## src/rtl/program_map_pkg.sv

```systemverilog
// Shared types and helpers for the program-memory region selector.
// Holds the access-sequencer state encoding, the idle chip-enable constant
// and the width helpers used by the top and the address decoder.
package program_map_pkg;

  // Access sequencer phases
  typedef enum logic [2:0] {
    IDLE   = 3'd0,
    SETUP  = 3'd1,
    ACTIVE = 3'd2,
    RESP   = 3'd3,
    TURN   = 3'd4
  } state_t;

  // Widest chip-enable bus supported; users slice the low NUM_REGIONS bits
  localparam int CE_MAX_W = 64;

  // All chip enables released (active-low, so all ones)
  localparam logic [CE_MAX_W-1:0] CE_IDLE_ALL = '1;

  // Binary region-index width: never narrower than one bit
  function automatic int sel_width(input int n);
    return (n <= 1) ? 1 : $clog2(n);
  endfunction

  // Larger of two integers, used to size the shared phase counter
  function automatic int max_int(input int a, input int b);
    return (a > b) ? a : b;
  endfunction

endpackage

```

## src/rtl/program_region_decode.sv

```systemverilog
// Address-to-region decoder: index, range check and write-protect hit.
// Latency: purely combinational, zero cycles.
// Backpressure: none; the sequencer samples the outputs only at accept.
// Optional feature macro: WRITE_PROTECT_EN enables the protect_hit path.
module program_region_decode
  import program_map_pkg::*;
#(
  parameter int                     ADDR_W       = 32,
  parameter int                     NUM_REGIONS  = 2,
  parameter int                     REGION_SHIFT = 27,
  parameter int                     SEL_W        = sel_width(NUM_REGIONS),
  parameter logic [NUM_REGIONS-1:0] WP_MASK      = '0
) (
  input  logic [ADDR_W-1:0] addr,
  input  logic              write,
  output logic [SEL_W-1:0]  index,
  output logic              in_range,
  output logic              protect_hit
);

  localparam int IDX_W = ADDR_W - REGION_SHIFT;

  logic [IDX_W-1:0] w_full_idx;
  logic             w_unused_low;

  // Region number is everything above the region-size bits
  assign w_full_idx = addr[ADDR_W-1:REGION_SHIFT];

  // Offset within a region does not affect selection
  assign w_unused_low = ^addr[REGION_SHIFT-1:0];

  // Full-width compare so any set bit above SEL_W forces an error
  assign in_range = (64'(w_full_idx) < 64'(NUM_REGIONS));

  // Only meaningful when in_range is set
  assign index = SEL_W'(w_full_idx);

`ifdef WRITE_PROTECT_EN
  // Writes into a protected region are refused; reads pass untouched
  assign protect_hit = write & in_range & WP_MASK[index];
`else
  logic w_unused_wp;

  // Writes sequence exactly like reads; the mask has no effect
  assign w_unused_wp = write ^ (^WP_MASK);
  assign protect_hit = 1'b0;
`endif

endmodule

```

## src/rtl/program_region_select.sv

```systemverilog
// Program-flash region selector: decodes fetch address, sequences one-hot CE_n.
// Latency: accept-to-resp 2+WAIT_CYCLES (error: 1); accept-to-ready 3+WAIT_CYCLES+TURNAROUND (error: 2+TURNAROUND).
// Backpressure: req_ready only in IDLE; master holds req_valid; no queueing. Macro: WRITE_PROTECT_EN.
module program_region_select
  import program_map_pkg::*;
#(
  parameter int                     ADDR_W       = 32,
  parameter int                     NUM_REGIONS  = 2,
  parameter int                     REGION_SHIFT = 27,
  parameter int                     WAIT_CYCLES  = 3,
  parameter int                     TURNAROUND   = 1,
  parameter logic [NUM_REGIONS-1:0] WP_MASK      = '0,
  // Derived width of chip_select; leave at its default
  parameter int                     SEL_W        = sel_width(NUM_REGIONS)
) (
  input  logic                   clk,
  input  logic                   RESET,
  input  logic                   req_valid,
  input  logic [ADDR_W-1:0]      req_addr,
  input  logic                   req_write,
  output logic                   req_ready,
  output logic                   resp_valid,
  output logic                   resp_err,
  output logic [NUM_REGIONS-1:0] flash_ce_n,
  output logic [SEL_W-1:0]       chip_select,
  output logic                   busy
);

  // One counter serves both the wait and turnaround phases
  localparam int                     CNT_W    = $clog2(max_int(WAIT_CYCLES, TURNAROUND) + 1);
  localparam logic [CNT_W-1:0]       CNT_WAIT = CNT_W'(WAIT_CYCLES);
  localparam logic [CNT_W-1:0]       CNT_TURN = CNT_W'(TURNAROUND);
  localparam logic [CNT_W-1:0]       CNT_ONE  = CNT_W'(1);
  localparam logic [NUM_REGIONS-1:0] CE_IDLE  = CE_IDLE_ALL[NUM_REGIONS-1:0];

  state_t                   r_state;
  logic [CNT_W-1:0]         r_cnt;
  logic [NUM_REGIONS-1:0]   r_ce_n;
  logic [SEL_W-1:0]         r_sel;
  logic                     r_ready;
  logic                     r_resp_vld;
  logic                     r_resp_err;

  logic [SEL_W-1:0]         w_index;
  logic                     w_in_range;
  logic                     w_protect_hit;
  logic [NUM_REGIONS-1:0]   w_ce_active;

  program_region_decode #(
    .ADDR_W       (ADDR_W),
    .NUM_REGIONS  (NUM_REGIONS),
    .REGION_SHIFT (REGION_SHIFT),
    .SEL_W        (SEL_W),
    .WP_MASK      (WP_MASK)
  ) u_decode (
    .addr        (req_addr),
    .write       (req_write),
    .index       (w_index),
    .in_range    (w_in_range),
    .protect_hit (w_protect_hit)
  );

  // Active-low one-hot enable for the region latched at accept
  assign w_ce_active = ~(NUM_REGIONS'(1) << r_sel);

  // Sequencer: state, phase counter and every output register move together
  always_ff @(posedge clk or posedge RESET) begin
    if (RESET) begin
      r_state    <= IDLE;
      r_cnt      <= '0;
      r_ce_n     <= CE_IDLE;
      r_sel      <= '0;
      r_ready    <= 1'b1;
      r_resp_vld <= 1'b0;
      r_resp_err <= 1'b0;
    end else begin
      case (r_state)
        IDLE: begin
          if (req_valid) begin
            r_ready <= 1'b0;
            if (w_in_range && !w_protect_hit) begin
              r_state <= SETUP;
              r_sel   <= w_index;
            end else begin
              // Refused access: skip the flash entirely, chip_select keeps its value
              r_state    <= RESP;
              r_resp_vld <= 1'b1;
              r_resp_err <= 1'b1;
            end
          end
        end

        SETUP: begin
          r_state <= ACTIVE;
          r_cnt   <= CNT_WAIT;
          r_ce_n  <= w_ce_active;
        end

        ACTIVE: begin
          if (r_cnt == CNT_ONE) begin
            r_state    <= RESP;
            r_ce_n     <= CE_IDLE;
            r_resp_vld <= 1'b1;
            r_resp_err <= 1'b0;
          end else begin
            r_cnt <= r_cnt - CNT_ONE;
          end
        end

        RESP: begin
          r_resp_vld <= 1'b0;
          r_resp_err <= 1'b0;
          if (TURNAROUND == 0) begin
            r_state <= IDLE;
            r_ready <= 1'b1;
          end else begin
            r_state <= TURN;
            r_cnt   <= CNT_TURN;
          end
        end

        TURN: begin
          if (r_cnt == CNT_ONE) begin
            r_state <= IDLE;
            r_ready <= 1'b1;
          end else begin
            r_cnt <= r_cnt - CNT_ONE;
          end
        end

        default: begin
          r_state    <= IDLE;
          r_ce_n     <= CE_IDLE;
          r_ready    <= 1'b1;
          r_resp_vld <= 1'b0;
          r_resp_err <= 1'b0;
        end
      endcase
    end
  end

  assign req_ready   = r_ready;
  assign busy        = ~r_ready;
  assign resp_valid  = r_resp_vld;
  assign resp_err    = r_resp_err;
  assign flash_ce_n  = r_ce_n;
  assign chip_select = r_sel;

endmodule
```

## config.mk

```make
export PLATFORM = sky130hd
export DESIGN_NAME = program_region_select
export DESIGN_NICKNAME = d
export VERILOG_FILES = /design/src/rtl/program_map_pkg.sv /design/src/rtl/program_region_decode.sv /design/src/rtl/program_region_select.sv
export SDC_FILE = /design/constraint.sdc
export NUM_CORES = 1
export LEC_CHECK = 0
export CAP_MARGIN = 20
export CORE_MARGIN = 4
export CORE_UTILIZATION = 34
export CTS_CLUSTER_SIZE = 28
export DETAILED_ROUTE_END_ITERATION = 7
export GPL_TIMING_DRIVEN = 0
export PLACE_DENSITY = 0.86
export SYNTH_ARGS = -nofsm -noshare
export SYNTH_HDL_FRONTEND = slang
export SYNTH_SLANG_ARGS = --single-unit
export TNS_END_PERCENT = 30
```

## constraint.sdc

```tcl
create_clock -name clk -period 1.6 [get_ports clk]
set_input_delay 0.24 -clock clk [delete_from_list [all_inputs] [get_ports clk]]
set_output_delay 0.24 -clock clk [all_outputs]
set_load 0.01 [all_outputs]
```

==> impl_metrics.yaml, run 1 <==
finish:
  final_nets: 123
  drive_above_1_share_pct: 15.3
  fin_cells: 110
  syn_to_final_growth_pct: 30.6
  antenna_cells: 0
  fin_area_um2: 845
  fin_util_pct: 47.9
cts:
  cts_setup_buffers: 0
  clockRootBuffer: "clkbuf_4"
  insertion_delay_ns: 0.27
  clock-sinks: 11
  hold_buffers: 0
  clkTransAtPathRegs_ns: 0.07
  cts_buffers: 3
  cts_tree: "done"
  max-clock-path-buffers: 2
  ctsHtreeMaxLevel: 1
floorplanning:
  dieArea_mm2: 0.00266
  rows: 15
  initial_core_util_pct: 36.7
  die_x_um: 51.6
  core-area_mm2: 0.00176
  die_y_um: 51.6
  pin_count: 43
global_route:
  grt_use_met3_pct: 2.58
  gr-total-overflow: 0
  grt_max_degree: 12
  met2_usage_pct: 21.0
  grt_pass1_wl_um: 2480
  grt_usage_pct: 12.4
  grt_pass1_vias: 576
  busiest_layer: "met2"
  grtUsageMet1_pct: 14.6
  antenna_found_initial: 0
timing:
  slew_violations: 0
  worst_pin_slew_ns: 0.426
  rsz0062_at_grt: "false"
  post-route-period-util_pct: 97.4
  max_freq_mhz: 641
  finClkSkew_ns: 0.00154
  hold_ws_ns: 0.247
  relSlewSlack_pct: 71.6
  finalSetupViolCount: 0
  finalHoldViolCount: 0
  tns_ns: 0
  post-route-min-period_ns: 1.56
run_status:
  status: "completed"
power_and_ir_drop:
  power.density_mw_per_mm2: 1960
  ir_drop_uv: 1170
  leakage_uw: 0.000353
route:
  dr_total_vias: 559
  drt-initial-drc-count: 7
  first_pass_iters: 4
  route.detailed.drc: 0
  routed_wl_um: 1450
  wl_per_cell_um: 13.2
  ant_nets: 0
  vias_per_cell: 5.08
worst_setup_path:
  crit_path_end_kind: "output port"
  rrSetupSlack_ns: 0.09
  required_ns: 1.36
  start_kind: "flip-flop"
  path_class: "reg -> out"
  path_cells: "inv_1 -> clkdlybuf4s50_1"
  path_buf_inv: 2
  path_max_fanout: 3
  reg2reg_depth: 4
  slowest_delay_ns: 0.54
  cp_data_arrival_time_ns: 1.32
  worstReg2RegEnd: "chip_select"
  path_delay_family: "flip-flops"
  r2r-start: "r_state[2]"
  crit_path_top_delay_cell: "dfstp_2"
yosys:
  synth-seq-area-share_pct: 43.1
  syn_area_per_cell_um2: 9.65
  synthTopCellsByArea: "dfrtp_1 (31%), dfstp_2 (12%), o21ai_0 (4.6%), inv_1 (4.1%), mux2i_1 (3.1%)"
  syn_inst: 67
  yosysMostFrequentCell: "dfrtp_1"
  synth_area_leader_cell: "dfrtp_1"
  async_reset_ff_share_pct: 100
  synth_commonest_cells: "dfrtp_1 (8), inv_1 (7), o21ai_0 (6), nor2_1 (4)"
  synth_top_area_share_pct: 30.9
  synth_ff_type: "dfrtp_1"
  synth_fp_nets: 104
  synth_edf_count: 0
  yosys_warnings: 0
  synth_seq_cells: 11
  syn_area_um2: 647
  yosysUniqueCellTypes: 35
placement:
  dp_hpwl_um: 1090
  place_congestion: 0.846
  placed_area_um2: 818
  portBuffers: 14
  dp.cells: 106
job:
  max_cap_violations: 0
hold_path:
  hold_class: "in -> async"
[per-layer routing]
metal  part of all wire (%)  vias up
met5                      0        -
met2                     48       19
met3                    6.4        5
li1                       -      272
met1                     44      263
met4                    2.3        0
[layout make-up]
class / instances / area (um^2)
Clock buffer: 4 / 26.3
Inverter: 7 / 26.3
Multi-Input combinational cell: 44 / 318
Tap cell: 25 / 31.3
Timing Repair Buffer: 14 / 140
Sequential cell: 11 / 279
Buffer: 5 / 23.8
Fill cell: 181 / 920
[repair_timing]
| action | in CTS | in global routing |
|---|---|---|
| gates resized for setup | 2 | 1 |
| cloned | 0 | 0 |
| pin swaps | 0 | 0 |
| endpoints found under the setup margin | 2 | 1 |
[worst register-to-register path, stage by stage, from the launching register on]
cell and delay [ns]:
dfrtp_1 0.36, clkbuf_1 0.18, nor4b_2 0.48, nand2b_4 0.08
mux2_4 0.30
[cells by family (layout without fill, tap and decap cells)]
| family | after synthesis | in the layout | share of synthesized area (%) |
|---|---|---|---|
| buffers and inverters | 12 | 30 | 7.74 |
| AOI/OAI and AO/OA | 17 | 17 | 17.2 |
| and+or+nand+nor | 22 | 22 | 23.2 |
| DFF | 11 | 11 | 43.1 |
| adders and majority gates | 1 | 1 | 1.93 |
| muxes | 3 | 3 | 5.42 |
| xor gates and xnor gates | 1 | 1 | 1.35 |
[registers in the layout, indices dropped and copies added, names as in the netlist]
name / flops
resp_valid: 1
flash_ce_n: 2
resp_err: 1
chip_select: 1
r_cnt: 2
req_ready: 1
r_state: 3
[where the power goes]
part | switching, uW | leakage, uW | internal, uW
clock | 101 | 0.0000150 | 96.8
combinational | 482 | 0.000208 | 448
sequential | 97.1 | 0.000129 | 430
total | 680 | 0.000353 | 975
[how the worst max path moves through the flow]
stage | startpoint | end | slack, ns | cells after the start
final | req_ready | busy | 0.04 | 2
after CTS | flash_ce_n[0] | flash_ce_n[0] | 0.02 | 1
after detailed placement | req_addr[30] | chip_select | -0.18 | 4
after global routing | req_ready | busy | 0.007 | 2
after floorplan | r_state[2] | chip_select | 0.22 | 4
after global placement | req_addr[30] | chip_select | -0.17 | 4
[through the flow]
stage / power, uW / worst slack [ns]
after CTS: 1660 / 0.0183
after global routing: 1800 / 0.00706
after global placement: 1430 / -0.167
final: 1650 / 0.0409
after detailed placement: 1480 / -0.183
after floorplan: 1160 / 0.218
[placed cells by master (no fill, tap or decap), drive strengths merged, types with 2 or more instances in the layout]
cell type / n
dfstp: 3
clkbuf: 7
dfrtp: 8
nor4b: 3
mux2i: 2
dlygate4sd2: 2
or3: 2
nor2: 4
o21ai: 6
nor2b: 2
inv: 7
nand2: 2
and2: 2
buf: 2
a21oi: 3
clkdlybuf4s50: 11
No activity file was read; power rests on OpenSTA's default activity.
==> inputs of run 2 (changes only) <==
--- a/config.mk
+++ b/config.mk
@@ -5,14 +5,15 @@
 export SDC_FILE = /design/constraint.sdc
 export NUM_CORES = 1
 export LEC_CHECK = 0
-export CAP_MARGIN = 20
+export CAP_MARGIN = 10
 export CORE_MARGIN = 4
-export CORE_UTILIZATION = 34
+export CORE_UTILIZATION = 36
 export CTS_CLUSTER_SIZE = 28
 export DETAILED_ROUTE_END_ITERATION = 7
 export GPL_TIMING_DRIVEN = 0
-export PLACE_DENSITY = 0.86
+export PLACE_DENSITY = 0.78
 export SYNTH_ARGS = -nofsm -noshare
 export SYNTH_HDL_FRONTEND = slang
+export SYNTH_HIERARCHICAL = 1
 export SYNTH_SLANG_ARGS = --single-unit
 export TNS_END_PERCENT = 30
==> impl_metrics.yaml, run 2 <==
finish:
  fin_util_pct: 51.4
  top_register: "r_state"
  antenna_cells: 0
  largest_register_ffs: 3
  syn_to_final_growth_pct: 30.7
  drive_above_1_share_pct: 23.3
  final_common_cell: "clkdlybuf4s50_1"
  fill_cells: 163
  layout_common_cells: "clkdlybuf4s50_1 (9), dfrtp_1 (7), nand2_1 (6)"
  regArea_um2: 280
  final_nets: 128
  multi_input_area_um2: 372
cts:
  cts_buffers: 3
  clkTransAtPathRegs_ns: 0.07
  ctsHtreeMaxLevel: 1
  clock-sinks: 11
  insertion_delay_ns: 0.27
  cts_tree: "done"
  max-clock-path-buffers: 2
  clockRootBuffer: "clkbuf_4"
worst_setup_path:
  path_cells: "inv_2 -> ha_4 -> or4b_1 -> o211ai_1 -> nor3_1"
  start_kind: "flip-flop"
  path_max_fanout: 4
  critPathLaunch: "r_cnt[1]"
  crit_path_end_kind: "flip-flop"
  required_ns: 1.76
  cp_data_arrival_time_ns: 1.70
  slowest_delay_ns: 0.50
  crit_path_top_delay_cell: "or4b_1"
  r2r-start: "r_cnt[1]"
  path_class: "reg -> reg"
route:
  ant_nets: 0
  drt-initial-drc-count: 23
  dr_total_vias: 603
  routed_wl_um: 1540
  vias_per_cell: 5.24
  first_pass_iters: 4
  wl_per_cell_um: 13.4
  route.detailed.drc: 0
yosys:
  synth_area_leader_cell: "dfrtp_1"
  synth_edf_count: 0
  syn_inst: 72
  synth-seq-area-share_pct: 39.8
  synth_top_area_share_pct: 28.6
  yosys_warnings: 6
  synth_commonest_cells: "dfrtp_1 (8), nand2_1 (6), inv_1 (5), a21oi_1 (4)"
  async_reset_ff_share_pct: 100
  synth_ff_type: "dfrtp_1"
  yosysMostFrequentCell: "dfrtp_1"
  yosysUniqueCellTypes: 37
  synthTopCellsByArea: "dfrtp_1 (29%), dfstp_2 (11%), nor4_2 (3.6%), nor4b_4 (3.4%), buf_4 (3.2%)"
  synth_seq_cells: 11
  syn_area_um2: 701
  syn_area_per_cell_um2: 9.73
  synth_fp_nets: 109
timing:
  finalSetupViolCount: 0
  rsz0062_at_grt: "true"
  hold_ws_ns: 0.202
  max_freq_mhz: 650
  finClkSkew_ns: 0.00215
  post-route-min-period_ns: 1.54
  post-route-period-util_pct: 96.2
  slew_violations: 0
  finalHoldViolCount: 0
global_route:
  grt_pass1_vias: 583
  gr-total-overflow: 0
  grt_max_degree: 12
  grt_usage_pct: 12.6
  antenna_found_initial: 0
  grt_pass1_wl_um: 2520
power_and_ir_drop:
  leakage_uw: 0.000390
  ir_drop_uv: 761
  power.density_mw_per_mm2: 1860
floorplanning:
  initial_core_util_pct: 39.3
  core-area_mm2: 0.00178
  die_y_um: 52.1
  rows: 15
  pin_count: 43
  dieArea_mm2: 0.00272
  die_x_um: 52.1
placement:
  dp_hpwl_um: 1110
  place_congestion: 0.780
  portBuffers: 13
hold_path:
  hold_class: "in -> reg"
  min_from: "req_addr[27]"
run_status:
  status: "completed"
job:
  max_cap_violations: 0
-- run 2: cells by family (layout without fill, tap and decap cells) --
kind of cell	after synthesis	in the layout	share of synthesized area (%)
and+or+nand+nor	28	28	28.2
AOI/OAI and AO/OA	18	18	17.0
DFF	11	11	39.8
buffers and inverters	11	29	8.93
muxes	2	2	3.75
adders and majority gates	1	1	1.79
other	1	1	0.535
-- run 2: per-layer routing --
metal | part of all wire (%) | GRT usage, %
met1 | 45 | 15.9
met2 | 46 | 19.7
met3 | 6.0 | 2.29
met4 | 3.3 | 7.86
met5 | 0 | 0
-- run 2: per-stage QoR --
stage               setup TNS (ns)  setup WS [ns]  std cells  cell area [um^2]  power, uW
floorplan                        0         0.0871         72               701       1180
global placement            -0.255         -0.255        110               862       1450
detailed placement          -0.238         -0.238        110               862       1470
CTS                              0         0.0186        114               900       1710
global route               -0.0175        -0.0175        115               916       1840
finish                           0         0.0604        115               916       1700
-- run 2: worst paths after layout --
| check | slack [ns] | cells after the start | end |
|---|---|---|---|
| max reg2reg | 0.06 | 5 | r_cnt[1] |
| min reg2reg | 0.49 | 2 | resp_err |
| min | 0.20 | 2 | chip_select |
| max in group asynchronous | 1.02 | 2 | flash_ce_n[0] |
| max | 0.06 | 5 | r_cnt[1] |
| min in group asynchronous | 0.25 | 2 | r_state[1] |
-- run 2: worst max-delay path, delay by kind of cell (launching register included) --
family	cells	cell delay, ns
compound gates	1	0.18
simple gates	2	0.57
fa+ha+maj	1	0.20
flops	1	0.41
buf+inv	1	0.08
-- run 2: power breakdown --
part | internal (uW) | total, uW | switching (uW)
Combinational | 486 | 966 | 480
Sequential | 421 | 535 | 115
Clock | 96.7 | 198 | 102
Total | 1000 | 1700 | 696
-- run 2: what timing repair did --
item,in CTS,in global routing
setup endpoints to repair,2,5
resized for setup,2,5
buffers inserted,0,1
pin swaps,1,0
hold buffers,0,0
-- run 2: layout make-up --
class                   instances  share of cell area (%)
repair buffers                 14                    15.7
clock buffers                   4                    2.87
inverters                       5                    2.05
well taps                      25                    3.42
flip-flops and latches         11                    30.6
plain buffers                   6                    4.78
multi-input cells              50                    40.6
==> inputs of run 3 (changes only) <==
--- a/config.mk
+++ b/config.mk
@@ -5,7 +5,6 @@
 export SDC_FILE = /design/constraint.sdc
 export NUM_CORES = 1
 export LEC_CHECK = 0
-export CAP_MARGIN = 10
 export CORE_MARGIN = 4
 export CORE_UTILIZATION = 36
 export CTS_CLUSTER_SIZE = 28
==> results of run 3 <==
Final layout, timing and power as in run 2 (identical DEF).
